--- config.mk ---
export PLATFORM = sky130hd
export DESIGN_NAME = avalon_st_packetizer
export DESIGN_NICKNAME = d
export VERILOG_FILES = /design/src/rtl/avalon_st_packetizer.sv
export SDC_FILE = /design/constraint.sdc
export NUM_CORES = 1
export LEC_CHECK = 0
export ABC_AREA = 1
export CAP_MARGIN = 30
export CORE_MARGIN = 2
export CORE_UTILIZATION = 40
export CTS_CLUSTER_SIZE = 30
export DETAILED_ROUTE_END_ITERATION = 6
export PLACE_DENSITY_LB_ADDON = 0.1
export SLEW_MARGIN = 0
export SYNTH_ARGS = -nofsm -noshare
export SYNTH_HDL_FRONTEND = slang
export SYNTH_SLANG_ARGS = --single-unit
export TNS_END_PERCENT = 1
--- constraint.sdc ---
create_clock -name clk -period 1.78 [get_ports clk]
set_input_delay 0.356 -clock clk [delete_from_list [all_inputs] [get_ports clk]]
set_output_delay 0.356 -clock clk [all_outputs]
set_load 0.01 [all_outputs]
--- src/rtl/avalon_st_packetizer.sv ---
// Avalon-ST transmit framer: turns a byte-length command plus an unframed word stream
// into sop/eop/empty-delimited packets through a single registered output stage.
module avalon_st_packetizer #(
    parameter int DATA_WIDTH_IN_BYTES = 16,
    parameter int LEN_WIDTH           = 16
) (
    input  logic                                 clk,
    input  logic                                 rst,
    input  logic                                 cmd_valid,
    output logic                                 cmd_ready,
    input  logic [LEN_WIDTH-1:0]                 cmd_len,
    input  logic [DATA_WIDTH_IN_BYTES*8-1:0]     src_data,
    input  logic                                 src_valid,
    output logic                                 src_ready,
    output logic [DATA_WIDTH_IN_BYTES*8-1:0]     framed_msg_data,
    output logic                                 framed_msg_valid,
    output logic                                 framed_msg_sop,
    output logic                                 framed_msg_eop,
    output logic [$clog2(DATA_WIDTH_IN_BYTES)-1:0] framed_msg_empty,
    input  logic                                 framed_msg_ready,
    output logic                                 busy,
    output logic                                 zero_len_error
);

    localparam int EW = $clog2(DATA_WIDTH_IN_BYTES);
    localparam logic [LEN_WIDTH:0] ROUND_UP = (LEN_WIDTH+1)'(DATA_WIDTH_IN_BYTES - 1);

    typedef enum logic {
        IDLE = 1'b0,
        SEND = 1'b1
    } state_t;

    state_t                 state_reg;
    logic [LEN_WIDTH-1:0]   words_left_reg;
    logic [EW-1:0]          last_empty_reg;
    logic                   first_reg;

    logic [LEN_WIDTH:0]     len_round_up;
    logic [LEN_WIDTH-1:0]   cmd_words;
    logic [EW-1:0]          cmd_empty;
    logic                   src_fire;
    logic                   out_pop;
    logic                   last_word;

    // One extra bit so the round-up cannot wrap for lengths near the field maximum.
    assign len_round_up = {1'b0, cmd_len} + ROUND_UP;
    assign cmd_words    = LEN_WIDTH'(len_round_up >> EW);
    assign cmd_empty    = '0 - cmd_len[EW-1:0];

    assign cmd_ready = (state_reg == IDLE);
    assign busy      = (state_reg == SEND);
    assign src_ready = busy & (~framed_msg_valid | framed_msg_ready);
    assign src_fire  = src_valid & src_ready;
    assign out_pop   = framed_msg_valid & framed_msg_ready;
    assign last_word = (words_left_reg == LEN_WIDTH'(1));

    always_ff @(posedge clk or negedge rst) begin
        if (!rst) begin
            state_reg        <= IDLE;
            words_left_reg   <= '0;
            last_empty_reg   <= '0;
            first_reg        <= 1'b0;
            framed_msg_valid <= 1'b0;
            framed_msg_sop   <= 1'b0;
            framed_msg_eop   <= 1'b0;
            framed_msg_empty <= '0;
            framed_msg_data  <= '0;
            zero_len_error   <= 1'b0;
        end else begin
            zero_len_error <= 1'b0;

            // A pop without a refill empties the stage; a refill below overrides this.
            if (out_pop && !src_fire) begin
                framed_msg_valid <= 1'b0;
                framed_msg_sop   <= 1'b0;
                framed_msg_eop   <= 1'b0;
                framed_msg_empty <= '0;
                framed_msg_data  <= '0;
            end

            case (state_reg)
                IDLE: begin
                    if (cmd_valid) begin
                        if (cmd_len != '0) begin
                            words_left_reg <= cmd_words;
                            last_empty_reg <= cmd_empty;
                            first_reg      <= 1'b1;
                            state_reg      <= SEND;
                        end else begin
                            zero_len_error <= 1'b1;
                        end
                    end
                end
                SEND: begin
                    if (src_fire) begin
                        framed_msg_valid <= 1'b1;
                        framed_msg_data  <= src_data;
                        framed_msg_sop   <= first_reg;
                        framed_msg_eop   <= last_word;
                        framed_msg_empty <= last_word ? last_empty_reg : '0;
                        first_reg        <= 1'b0;
                        words_left_reg   <= words_left_reg - LEN_WIDTH'(1);
                        if (last_word) begin
                            state_reg <= IDLE;
                        end
                    end
                end
                default: state_reg <= IDLE;
            endcase
        end
    end

endmodule
==> impl_metrics.csv <==
group,metric,value,unit
logic_synthesis,synthMuxAreaShare,0,
setup_path,crit_chain,"clkdlybuf4s50_1",
setup_path,r2r_start,"words_left_reg[0]",
drt,drt_first_pass_iters,5,
drt,avgViaCountPerCell,4.80,
clocking,cts.sinks,158,
global_routing,track_usage,0.232,
floorplanning,start_util,0.411,
logic_synthesis,avgSynthCellArea,8.02,um2
global_routing,grt_first_pass_wirelength,34000,um
logic_synthesis,synth_compound_area_frac,0.0244,
clocking,clock_path_buffers,2,
global_routing,grt_antenna_before_repair,1,
status,status,"complete, no violations",
drt,vias,6933,
sta,worstMarginPinSlew,0.477,ns
place,routabilityCongestion,0.859,
logic_synthesis,synthAdderAreaFrac,0.00526,
place,postPlaceCellArea,0.0107,mm2
setup_path,regToRegEndpoint,"words_left_reg[10]",
global_routing,grt_overflow_total,0,
floorplanning,die_h,138,um
logic_synthesis,synth_ff_type,"dfrtp_1",
floorplanning,coreArea,0.0174,mm2
floorplanning,pin_count,288,
logic_synthesis,synth_top_family_by_area,"simple AND/OR/NAND/NOR gates",
setup_path,cpLargestDelayFamily,"buffers and inverters",
setup_path,end_kind,"output port",
sta,worst_hold_slack,0.437,ns
finish,largest_reg_flops,128,
sta,max_clock_freq,578,MHz
logic_synthesis,yosysMostFrequentCell,"nand2_1",
floorplanning,dieArea,0.0189,mm2
logic_synthesis,synth_top_area_share,0.554,
logic_synthesis,synth-edff-count,0,
sta,fin_crit,1.73,ns
finish,fin_util,0.653,
finish,num-nets-final,1359,
global_routing,grt_max_degree,60,
sta,setup_viol,0,
power,power.total,0.0143,W
clocking,path_clk_slew,0.07,ns
finish,area_delta_synth_final,58.7,%
setup_path,critical-path-max-stage-delay,0.59,ns
sta,slew_headroom,0.682,
setup_path,cp_data_required_time,1.42,ns
sta,fin_skew,0.0130,ns
setup_path,reg2regPathDepth,9,
power,power_density,1260,mW/mm2
logic_synthesis,syn_nets,1042,
drt,wl,22200,um
logic_synthesis,synth-xor-area-share,0.00736,
logic_synthesis,synth-simple-area-share,0.354,
drt,drc,0,
finish,diodes,0,
logic_synthesis,synthTopCellsByCount,"nand2_1, nand3_1, dfrtp_1, nor2_1, inv_1",
sta,slew_viol_final,0,
sta,period_share,0.972,
logic_synthesis,synthArstFlopShare,1.00,
logic_synthesis,ys_warn_count,0,
clocking,htree_levels,4,
floorplanning,die_w,138,um
place,hpwlAfterDp,16100,um
clocking,clk_latency,0.43,ns
setup_path,rrSetupSlack,0.15,ns
finish,final_area,0.0113,mm2
setup_path,worst_setup_path_start_kind,"flip-flop",
logic_synthesis,synthDistinctLibCells,25,
setup_path,cp.arrival,1.37,ns
logic_synthesis,syn_area,0.00714,mm2
setup_path,critical_path_class,"reg -> out",
setup_path,cpMaxStageDelayCell,"clkdlybuf4s50_1",
global_routing,grt_pass1_vias,6473,
floorplanning,rows,48,
power,p_leak,5.55,nW
finish,final_cells,1445,
place,dp_cells,1410,
logic_synthesis,yosysTopAreaCell,"dfrtp_1",
clocking,numCtsBuffers,17,
logic_synthesis,yosysSeqAreaShare,0.554,
drt,wl_per_cell,15.4,um
hold_path,hp-class,"in -> async",
finish,nFillCells,1501,
setup_path,path_max_fanout,2,
clocking,tritoncts,"built",
logic_synthesis,synthCells,890,
logic_synthesis,synth_area_leaders,"dfrtp_1, nand2_1, nand3_1",
drt,first_iter_violations,366,
drt,detail-route-antenna-nets,0,
setup_path,cp.buffers_inverters,1,
place,portBuffers,287,
power,vdd_ir_drop_max,0.000779,V
finish,drive_above_1_share,0.0836,
clocking,root_buffer,"clkbuf_16",
logic_synthesis,ys_ff_latch,158,
flow_run,maxCapViolations,0,
sta,hold_viol_final,0,
## worst max-delay path by stage
| stage | start | end | slack [ns] | cells past startpoint |
|---|---|---|---|---|
| global placement | cmd_len[0] | words_left_reg[0] | -0.21 | 10 |
| finish | framed_msg_data[51] | framed_msg_data[51] | 0.05 | 1 |
| floorplan | cmd_len[0] | first_reg | 0.24 | 9 |
| CTS | busy | busy | -0.16 | 2 |
| global route | words_left_reg[0] | words_left_reg[14] | -0.01 | 10 |
| detailed placement | cmd_len[1] | words_left_reg[14] | -0.28 | 10 |
## worst register-to-register path, cell delays in order, from the launching register on
cell     delay, ns
dfrtp_1       0.43
inv_1         0.13
ha_1          0.20
nand2_1       0.18
inv_2         0.14
nand2_1       0.05
o21ai_0       0.14
nand3_1       0.10
nand3_1       0.10
nand2_1       0.05
## power breakdown
part | switching [W] | total (W) | internal (W)
Combinational | 0.00277 | 0.00552 | 0.00275
Sequential | 0.000619 | 0.00518 | 0.00456
Clock | 0.00156 | 0.00360 | 0.00203
Total | 0.00496 | 0.0143 | 0.00934
## routing by layer
layer	vias up	wire, um	share of wire	track usage
met5	-	11	0.00050	0
met2	208	10700	0.48	0.380
li1	3483	-	-	-
met3	33	1740	0.078	0.0640
met1	3207	9330	0.42	0.298
met4	2	463	0.021	0.0745
## kinds of logic (layout without fill, tap and decap cells)
group | Yosys count | after routing
flip-flops | 158 | 158
XOR/XNOR | 6 | 6
AND/OR/NAND/NOR | 607 | 607
adder cells (fa/ha/maj) | 3 | 3
AO/OA/AOI/OAI | 30 | 30
buffers and inverters | 86 | 416
## per-stage QoR
step	setup slack, ns	TNS (ns)
final	0.0502	0
after global routing	-0.0132	-0.0132
after CTS	-0.159	-0.313
after detailed placement	-0.281	-14.58
after global placement	-0.207	-12.31
after floorplan	0.241	0
## final cells by class
class / instances / area [um2] / share of cell area
clock buffers: 20 / 457 / 0.0403
multi-input cells: 646 / 2810 / 0.248
clock inverters: 12 / 121 / 0.0107
flip-flops and latches: 158 / 3950 / 0.349
inverters: 38 / 148 / 0.0130
well taps: 225 / 282 / 0.0249
repair buffers: 346 / 3550 / 0.314
## layout by cell type, fill, tap and decap left out, types with 3 or more instances in the layout
| master | count |
|---|---|
| ha_1 | 3 |
| clkdlybuf4s50_1 | 282 |
| buf_4 | 38 |
| buf_6 | 3 |
| nand4_1 | 5 |
| inv_6 | 6 |
| nand3_1 | 169 |
| clkbuf_16 | 17 |
| buf_12 | 18 |
| inv_1 | 34 |
| o21ai_0 | 21 |
| nor2_1 | 50 |
| dfrtp_1 | 158 |
| clkinvlp_4 | 3 |
| nand2_1 | 374 |
| a21oi_1 | 6 |
| xor2_1 | 5 |
## what timing repair did
item,in CTS,in global routing
buffers inserted,0,2
hold buffers,1,0
gates resized for setup,2,8
setup endpoints to repair,4,5
endpoints found under the hold margin,44,0
Note: power is estimated with default switching activity, not from simulation.
